$ cat src/rtl/sap_pkg.sv
// Shared constants, control-word bit positions and loader state encoding
// for the SAP memory stage.
package sap_pkg;

  localparam int ADDR_W = 4;
  localparam int DATA_W = 8;
  localparam int DEPTH  = 16;  // always 2**ADDR_W

  // Bit positions of the memory-stage strobes within the control word
  localparam int SIG_MAR_ADDR_LOAD_N = 11;
  localparam int SIG_MAR_MEM_LOAD_N  = 10;
  localparam int SIG_RAM_EN_N        = 9;
  localparam int SIG_RAM_LOAD_N      = 8;

  typedef enum logic [1:0] {
    L_IDLE = 2'd0,
    L_LOAD = 2'd1,
    L_DONE = 2'd2
  } ldr_state_t;

endpackage

$ cat src/rtl/sap_ram16x8.sv
// DEPTH x DATA_W register-array RAM: one synchronous write port and one
// asynchronous read port. Contents are never reset.
module sap_ram16x8
  import sap_pkg::*;
#(
  parameter int ADDR_W = sap_pkg::ADDR_W,
  parameter int DATA_W = sap_pkg::DATA_W,
  parameter int DEPTH  = sap_pkg::DEPTH
) (
  input  logic              clk,
  input  logic              we,
  input  logic [ADDR_W-1:0] waddr,
  input  logic [DATA_W-1:0] wdata,
  input  logic [ADDR_W-1:0] raddr,
  output logic [DATA_W-1:0] rdata
);

  logic [DATA_W-1:0] mem [DEPTH];

  // Write port: store wdata at waddr on the clock edge when enabled
  always_ff @(posedge clk) begin
    if (we) begin
      mem[waddr] <= wdata;
    end
  end

  assign rdata = mem[raddr];

endmodule

$ cat src/rtl/sap_mem_unit.sv
// SAP memory stage: MAR, MDR and 16x8 RAM on the shared bus, plus a
// byte-stream program loader that owns the RAM while the CPU is held.
//
// state  | meaning
// -------+-------------------------------------------------------------
// L_IDLE | CPU mode: MAR/MDR/RAM strobes honoured, RAM readable on bus
// L_LOAD | loader accepts bytes into mem[ptr], CPU strobes ignored
// L_DONE | all words loaded, further bytes ignored until prog_mode drops
module sap_mem_unit
  import sap_pkg::*;
#(
  parameter int ADDR_W = sap_pkg::ADDR_W,
  parameter int DATA_W = sap_pkg::DATA_W,
  parameter int DEPTH  = sap_pkg::DEPTH
) (
  input  logic              clk,
  input  logic              rst,
  input  logic [DATA_W-1:0] bus_in,
  input  logic              mar_addr_load_n,
  input  logic              mar_mem_load_n,
  input  logic              ram_en_n,
  input  logic              ram_load_n,
  output logic [DATA_W-1:0] bus_out,
  output logic              bus_oe,
  output logic [ADDR_W-1:0] mar_q,
  input  logic              prog_mode,
  input  logic              prog_valid,
  input  logic [DATA_W-1:0] prog_data,
  output logic              prog_ready,
  output logic              prog_done
);

  ldr_state_t        state, state_nxt;
  logic [ADDR_W-1:0] ptr, ptr_nxt;
  logic [ADDR_W-1:0] mar;
  logic [DATA_W-1:0] mdr;
  logic              ldr_we;
  logic              cpu_mode;
  logic              ram_we;
  logic [ADDR_W-1:0] ram_waddr;
  logic [DATA_W-1:0] ram_wdata;
  logic [DATA_W-1:0] ram_rdata;

  assign cpu_mode = (state == L_IDLE);

  // Loader state and write pointer
  always_ff @(posedge clk or posedge rst) begin
    if (rst) begin
      state <= L_IDLE;
      ptr   <= '0;
    end else begin
      state <= state_nxt;
      ptr   <= ptr_nxt;
    end
  end

  // Loader next-state, pointer advance and handshake outputs
  always_comb begin
    state_nxt  = state;
    ptr_nxt    = ptr;
    ldr_we     = 1'b0;
    prog_ready = 1'b0;
    prog_done  = 1'b0;
    case (state)
      L_IDLE: begin
        if (prog_mode) begin
          state_nxt = L_LOAD;
          ptr_nxt   = '0;
        end
      end
      L_LOAD: begin
        prog_ready = 1'b1;
        if (prog_valid) begin
          ldr_we  = 1'b1;
          ptr_nxt = ptr + 1'b1;
          if (ptr == ADDR_W'(DEPTH - 1)) begin
            state_nxt = L_DONE;
          end
        end
        // Dropping prog_mode wins over completion; the byte still lands.
        if (!prog_mode) begin
          state_nxt = L_IDLE;
        end
      end
      L_DONE: begin
        prog_done = 1'b1;
        if (!prog_mode) begin
          state_nxt = L_IDLE;
        end
      end
      default: begin
        state_nxt = L_IDLE;
      end
    endcase
  end

  // MAR and MDR load only in CPU mode; the loader never touches them
  always_ff @(posedge clk or posedge rst) begin
    if (rst) begin
      mar <= '0;
      mdr <= '0;
    end else if (cpu_mode) begin
      if (!mar_addr_load_n) begin
        mar <= bus_in[ADDR_W-1:0];
      end
      if (!mar_mem_load_n) begin
        mdr <= bus_in;
      end
    end
  end

  // CPU writes use the pre-edge MAR/MDR since both are registers
  assign ram_we    = cpu_mode ? !ram_load_n : ldr_we;
  assign ram_waddr = cpu_mode ? mar : ptr;
  assign ram_wdata = cpu_mode ? mdr : prog_data;

  sap_ram16x8 #(
    .ADDR_W (ADDR_W),
    .DATA_W (DATA_W),
    .DEPTH  (DEPTH)
  ) u_ram (
    .clk   (clk),
    .we    (ram_we),
    .waddr (ram_waddr),
    .wdata (ram_wdata),
    .raddr (mar),
    .rdata (ram_rdata)
  );

  assign bus_oe  = cpu_mode && !ram_en_n;
  assign bus_out = bus_oe ? ram_rdata : '0;
  assign mar_q   = mar;

endmodule

$ cat config.mk
export PLATFORM = sky130hd
export DESIGN_NAME = sap_mem_unit
export DESIGN_NICKNAME = d
export VERILOG_FILES = /design/src/rtl/sap_pkg.sv /design/src/rtl/sap_ram16x8.sv /design/src/rtl/sap_mem_unit.sv
export SDC_FILE = /design/constraint.sdc
export NUM_CORES = 1
export LEC_CHECK = 0
export CAP_MARGIN = 15
export CORE_AREA = 2 2 102 104
export DETAILED_ROUTE_END_ITERATION = 16
export DIE_AREA = 0 0 104 106
export PLACE_DENSITY = 0.83
export RECOVER_POWER = 50
export SLEW_MARGIN = 20
export SYNTH_ARGS = -nofsm -noshare
export SYNTH_HDL_FRONTEND = slang
export SYNTH_SLANG_ARGS = --single-unit
$ cat constraint.sdc
create_clock -name clk -period 6 [get_ports clk]
set_clock_uncertainty 0.15 [all_clocks]
set_input_delay 0.9 -clock clk [delete_from_list [all_inputs] [get_ports clk]]
set_output_delay 0.9 -clock clk [all_outputs]
set_load 0.05 [all_outputs]
## Yosys cells after proc, flatten, opt, wreduce, memory -nomap -nowiden

Memories as Yosys holds them, arrays and structs flattened.
Index checks and enable logic that the tools add are counted.

| cells by class | value |
|---|---|
| $add $sub $neg | 1 |
| equal/unequal tests | 8 |
| multiplexer cells | 19 |
| bitwise operators | 2 |
| reduce and logical (&&, ||, !) cells | 9 |

Operators by type and width:

| cell | count |
|---|---|
| two-way mux 8 bit | 2 |
| two-way mux 4 bit | 3 |
| two-way mux 2 bit | 5 |
| case mux 4 bit (2 select lines) | 1 |
| two-way mux 1 bit | 7 |
| inequality test 2 bit, second input constant | 3 |
| inequality test 3 bit, second input constant | 2 |
| case mux 2 bit (3 select lines) | 1 |
| adder 4 x 1 -> 4 bit, second input constant | 1 |
| equality test 4 bit, second input constant | 1 |
| AND reduction 2 bit | 2 |
| AND reduction 4 bit | 1 |
| AND reduction 3 bit | 1 |
| equality test 2 x 1 -> 1 bit, second input constant | 1 |
| equality test 2 bit, second input constant | 1 |
| zero test 1 bit | 2 |
| zero test 2 bit | 1 |
| inverter 1 bit | 2 |
| nonzero test 2 bit | 1 |
| logical AND 1 bit | 1 |

| word-level totals | value |
|---|---|
| bits in registers | 18 |
| RAM bits | 128 |
| input bits | 24 |
| output and inout bits | 15 |
| memories | 1 |

Memories:

| name | words | width | rd ports | clocked after Yosys merged registers in | wr ports | RTL line | source |
|---|---|---|---|---|---|---|---|
| u_ram.mem | 16 | 8 | 1 | 0 | 1 | sap_ram16x8.sv:18 | `logic [DATA_W-1:0] mem [DEPTH];` |

## Logic depth before layout (Yosys ltp)

| depth | value |
|---|---|
| word-level depth | 5 |
| depth in mapped cells | 6 |
| mapped depth without buffers | 5 |

## Modules after synthesis

Synthesis repeated with hierarchy kept, for this count alone.

| unflattened totals | value |
|---|---|
| cells, all modules | 308 |
| area, all modules | 5997.0 µm² |

Modules (own cells, without submodules):

| module | times used | cells an instance | area each (µm²) |
|---|---|---|---|
| sap_ram16x8 | 1 | 221 | 4987.3 |
| sap_mem_unit | 1 | 87 | 1009.7 |

## Worst setup path after synthesis

OpenSTA, ideal clock, no wires.

| path | value |
|---|---|
| path kind | reg2out |
| start point | register mar[0], in the netlist mar_q[0] |
| end point | output port bus_out[0] |
| arrival time | 2159 ps |
| data required time | 4950 ps |
| path slack | 2791 ps |
| stages on the path, launching flop included | 7 |
| path buffers | 2 |
| cells stage by stage | dfrtp_1 > buf_4 > buf_2 > nor2_1 > a22oi_1 > nand2_1 > o21ai_1 |

| between the ends | value |
|---|---|
| word-level cells in the longest chain between the ends | 2 |

Ends and longest elaborated chain:

| what | RTL line | source |
|---|---|---|
| from (decl) | sap_mem_unit.sv:35 | `logic [ADDR_W-1:0] mar;` |
| from (signal assigned) | sap_mem_unit.sv:104 | `mar <= bus_in[ADDR_W-1:0];` |
| memory read (16 x 8 bit) | n/a |  |
| two-way mux 8 bit | sap_mem_unit.sv:131 | `assign bus_out = bus_oe ? ram_rdata : '0;` |
| to (decl) | sap_mem_unit.sv:23 | `output logic [DATA_W-1:0] bus_out,` |

No other way between the ends.

## Worst setup path in the final report

| path | value |
|---|---|
| start point | register state[0] |
| end point | output port bus_out[6] |

| between the ends | value |
|---|---|
| word-level cells in the longest chain between the ends | 3 |

Ends and longest elaborated chain:

| what | RTL line | source |
|---|---|---|
| from (decl) | sap_mem_unit.sv:33 | `ldr_state_t state, state_nxt;` |
| from (signal assigned) | sap_mem_unit.sv:52 | `state <= state_nxt;` |
| zero test 2 bit | sap_mem_unit.sv:44 | `assign cpu_mode = (state == L_IDLE);` |
| logical AND 1 bit | sap_mem_unit.sv:130 | `assign bus_oe = cpu_mode && !ram_en_n;` |
| two-way mux 8 bit | sap_mem_unit.sv:131 |  |

No other way between the ends.

==> results.md <==
Power:
- The sequential share of power is 48.9%.
- The standby leakage power is 2.466 nW.
- The fraction of power consumed by the clock network is 38.6%.
- For this design the ratio of total power to cell area is 352.2 nW/µm².
- The maximum VDD drop is 0.2102 mV.
- The relative contribution of combinational cells to total power is 12.4%.
- The post-layout total power is 2.493 mW.
- The internal power of the cells totals 1.869 mW.
- In this run switching power makes up 25.05% of total power.
- The analysis attributes to net switching a power of 0.6246 mW.

Worst setup path:
- The worst-case register-to-register setup slack is 2660 ps.
- The highest fanout seen on the critical path is 19.
- The data arrival at the endpoint of the critical path is 3460 ps.
- The worst register-to-register path ends at u_ram.mem[4][7]$_DFFE_PP_.
- For this design, the slowest cell found on the critical path is clkdlybuf4s50_1.
- At the worst endpoint, the required time is 4950 ps.
- The type of element launching the critical path is a register.
- The worst setup path is of the reg -> out kind.
- The reg-to-reg critical path startpoint is state[0]$_DFFE_PP0P_.
- The peak per-stage delay on the critical path is 820 ps.
- Walking the worst path, the cells encountered are or2_0 > nor3b_4 > nand4_1 > nand2_1 > clkdlybuf4s50_1.
- The worst reg-to-reg path cell count is 3.
- The worst setup path is captured at an output pin.

Die:
- The die span in y is 106 µm.
- The die covers 11020 µm².
- Once the floorplan was initialized, standard cells occupied 60.77% of the core.
- The initialized floorplan defines 37 standard-cell rows.
- The area of the core is 10000 µm².
- The count of pins on the block boundary is 39.
- Measured along the x axis, the die boundary spans 104 µm.

Global routing:
- The maximum number of pins on one net before global-route repair is 44.
- The first-pass GRT wire length is 19420 µm.
- The initial antenna violation count is 0.
- The remaining global-route overflow is 0.
- The number of global-route vias before repair is 3537.
- The overall track demand over capacity in global routing is 23.98%.

STA:
- The shortest period the worst path allows is 4508 ps.
- The number of pins with negative max-slew slack in the final report is 0.
- At the pin with the least slew margin, the transition time is 1227 ps.
- The worst-case headroom to the max-slew limit is 18.23%.
- The final setup violation count is 0.
- For the final routed database, the setup TNS stands at 0 ps.
- The total count of hold-check failures in the final report is 0.
- Final hold analysis gives a worst-case slack of 360.3 ps.
- The share of the clock period used by the worst path after layout is 75.13%.
- The worst setup margin is 1492 ps.
- Based on the critical path, the design can be clocked at up to 221.8 MHz.
- Setup repair after global routing left no endpoint under its margin.

Synthesis:
- After synthesis, the cell types taking the most area are edfxtp_1 63%, dfrtp_1 7.4%, mux2i_1 5.8%.
- The commonest cells after synthesis are 128 x edfxtp_1, 38 x nand2_1, 35 x mux2i_1.
- Synthesis handed over a netlist of 387 instances.
- The cell area after synthesis is 6077 µm².
- The count of unique library cells instantiated by Yosys is 40.
- Synthesis inferred 146 register bits.
- The mean post-synth cell area is 15.70 µm².
- The number of enable flip-flop cells after synthesis is 128.
- Of all flip-flops after synthesis, the portion carrying an async set or reset was 12.33%.
- Summed over all instances, the cell type with the most area after synthesis is edfxtp_1.
- For this run, the leading register cell type out of synthesis is edfxtp_1.
- After synthesis, the largest area contributor takes up 63.25% of total cell area.
- The sequential area share after synthesis is 70.66%.
- By instance count, the leading cell after synthesis is edfxtp_1.
- The net count after synthesis is 412.
- The number of warnings printed during yosys synthesis is 0.

Clocking:
- The total of hold buffers inserted after clock tree synthesis is 0.
- The number of post-CTS setup repair buffers is 0.
- The TritonCTS clock tree is yes.
- The TritonCTS buffer count is 17.
- The H-tree was split into 4 levels.
- The clock latency of the later-clocked register in the worst-skew pair is 520 ps.
- The tree is rooted in a clkbuf_8.
- After clock tree synthesis, the clock-pin slew on the worst setup and hold paths is 60 ps.
- Once the clock tree was built, the resizer swapped 0 gates to a different size.
- The maximum root-to-sink buffer count is 2.
- The sink count of the clock tree is 146.

Placement:
- The placer congestion estimate is 0.7775.
- Once placement completed, the tool counted placed cells totaling 543.
- The number of I/O port buffers is 38.
- The worst setup timing slack at the placement stage is 1943 ps.
- In this run the cell area measured after placement is 6535 µm².
- Detailed placement finished with a half-perimeter wire length of 8012 µm.

Routing:
- The first routing iteration left 307 violations.
- The via total after detailed routing is 3513.
- The detailed-routing iteration count for the pre-antenna-repair pass is 7.
- The final wirelength is 12690 µm.
- The detail route stage leaves a number of antenna-violating nets equal to 0.
- The number of remaining DRC errors is 0.
- In the final routed layout, each cell accounts on average for 22.07 µm.
- The via-per-instance ratio is 6.110.

Final layout:
- The post-route netlist has 15.49% of its cells at a drive strength greater than 1.
- The number of nets at the end of the flow is 451.
- The area of all placed cells without fillers is 7079 µm².
- The final standard cell count with taps included and fillers excluded is 575.
- The end-of-flow core utilization is 70.80%.
- Counting the fill cells in the layout gives 665.
- The number of antenna diodes in the final layout is 0.
- The area growth from synthesis to layout is 16.49%.

Run:
- The tool flagged a number of max-cap violations equal to 0.

Hold path:
- The worst min-delay path startpoint is mdr[3]$_DFFE_PP0P_.
- The worst hold path belongs to the class reg -> reg.
- The worst hold endpoint is mdr[3]$_DFFE_PP0P_.
- Counting instances, the worst hold path has a depth of 1.

Run status:
- The flow ran to the end, and the final reports show no timing, DRC or antenna violations.
-- cell type report --
cell class | instances | area, µm² | share of cell area (%)
Tap cell | 136 | 170.2 | 2.404
Sequential cell | 146 | 4298 | 60.71
Clock buffer | 23 | 466.7 | 6.592
Timing Repair Buffer | 39 | 387.9 | 5.479
Multi-Input combinational cell | 219 | 1663 | 23.49
Inverter | 3 | 11.26 | 0.1591
Clock inverter | 9 | 82.58 | 1.166
-- layer usage --
layer  vias up  part of all wire, %  GRT usage (%)
li1       1577                    -              -
met1      1742                   40          30.71
met2       174                   51          39.19
met3        20                  6.6          5.518
met4         0                  3.0          11.58
met5         -                    0              0
-- flip-flops by register name, summed over array words and instances (netlist names) --
signal	cells
state	2
u_ram.mem	128
ptr	4
mdr	8
mar_q	4
-- cell families (layout without fill, tap and decap cells) --
| logic type | Yosys count | in the layout | synth area share [%] |
|---|---|---|---|
| compound gates | 55 | 55 | 6.012 |
| fa+ha+maj | 1 | 1 | 0.2059 |
| buf+inv | 22 | 74 | 1.853 |
| flops | 146 | 146 | 70.66 |
| mux | 70 | 70 | 13.73 |
| simple gates | 93 | 93 | 7.536 |
-- how the worst max path moves through the flow --
stage                          from         end  slack, ps  depth (start not counted)
2_1_floorplan  mar_q[0]$_DFFE_PP0P_  bus_out[0]       2790                          6
3_3_place_gp               ram_en_n  bus_out[3]       1980                          5
3_5_place_dp               ram_en_n  bus_out[0]       1940                          5
4_1_cts        mar_q[1]$_DFFE_PP0P_  bus_out[0]       1420                          6
5_1_grt        state[0]$_DFFE_PP0P_  bus_out[4]       1300                          5
6_report       state[0]$_DFFE_PP0P_  bus_out[6]       1490                          5
-- cell usage in the layout (no fill, tap or decap), drive strengths merged, types with 2 or more instances in the layout --
| cell | synthesis | routed |
|---|---|---|
| edfxtp | 128 | 128 |
| nand2 | 38 | 38 |
| clkdlybuf4s50 | 0 | 36 |
| mux2i | 35 | 35 |
| mux2 | 27 | 27 |
| nor2 | 23 | 23 |
| clkbuf | 3 | 23 |
| dfrtp | 18 | 18 |
| a22oi | 15 | 15 |
| o21ai | 13 | 13 |
| mux4 | 8 | 8 |
| nor2b | 7 | 7 |
| o22ai | 7 | 7 |
| o211ai | 7 | 7 |
| nand3 | 5 | 5 |
| clkinvlp | 0 | 5 |
| nor3 | 5 | 5 |
| a21oi | 4 | 4 |
| inv | 3 | 3 |
| a22o | 3 | 3 |
| nand2b | 3 | 3 |
| and3 | 3 | 3 |
| clkinv | 0 | 3 |
| nor3b | 3 | 3 |
| nand4 | 2 | 2 |
| dlygate4sd3 | 0 | 2 |
-- critical path: cells and delay by family (launching register included) --
kind                   cells  cell delay [ps]
DFF                        1              520
buffers and inverters      1              820
and+or+nand+nor            4             1600
-- power groups by stage --
| stage | registers, mW | logic, mW | clock network, mW |
|---|---|---|---|
| 2_1_floorplan | 1.21 | 0.225 | 0 |
| 3_3_place_gp | 1.24 | 0.299 | 0 |
| 3_5_place_dp | 1.24 | 0.309 | 0 |
| 4_1_cts | 1.22 | 0.311 | 0.972 |
| 5_1_grt | 1.23 | 0.327 | 1.01 |
| 6_report | 1.22 | 0.310 | 0.964 |
Power figures use the tool's default switching activity.
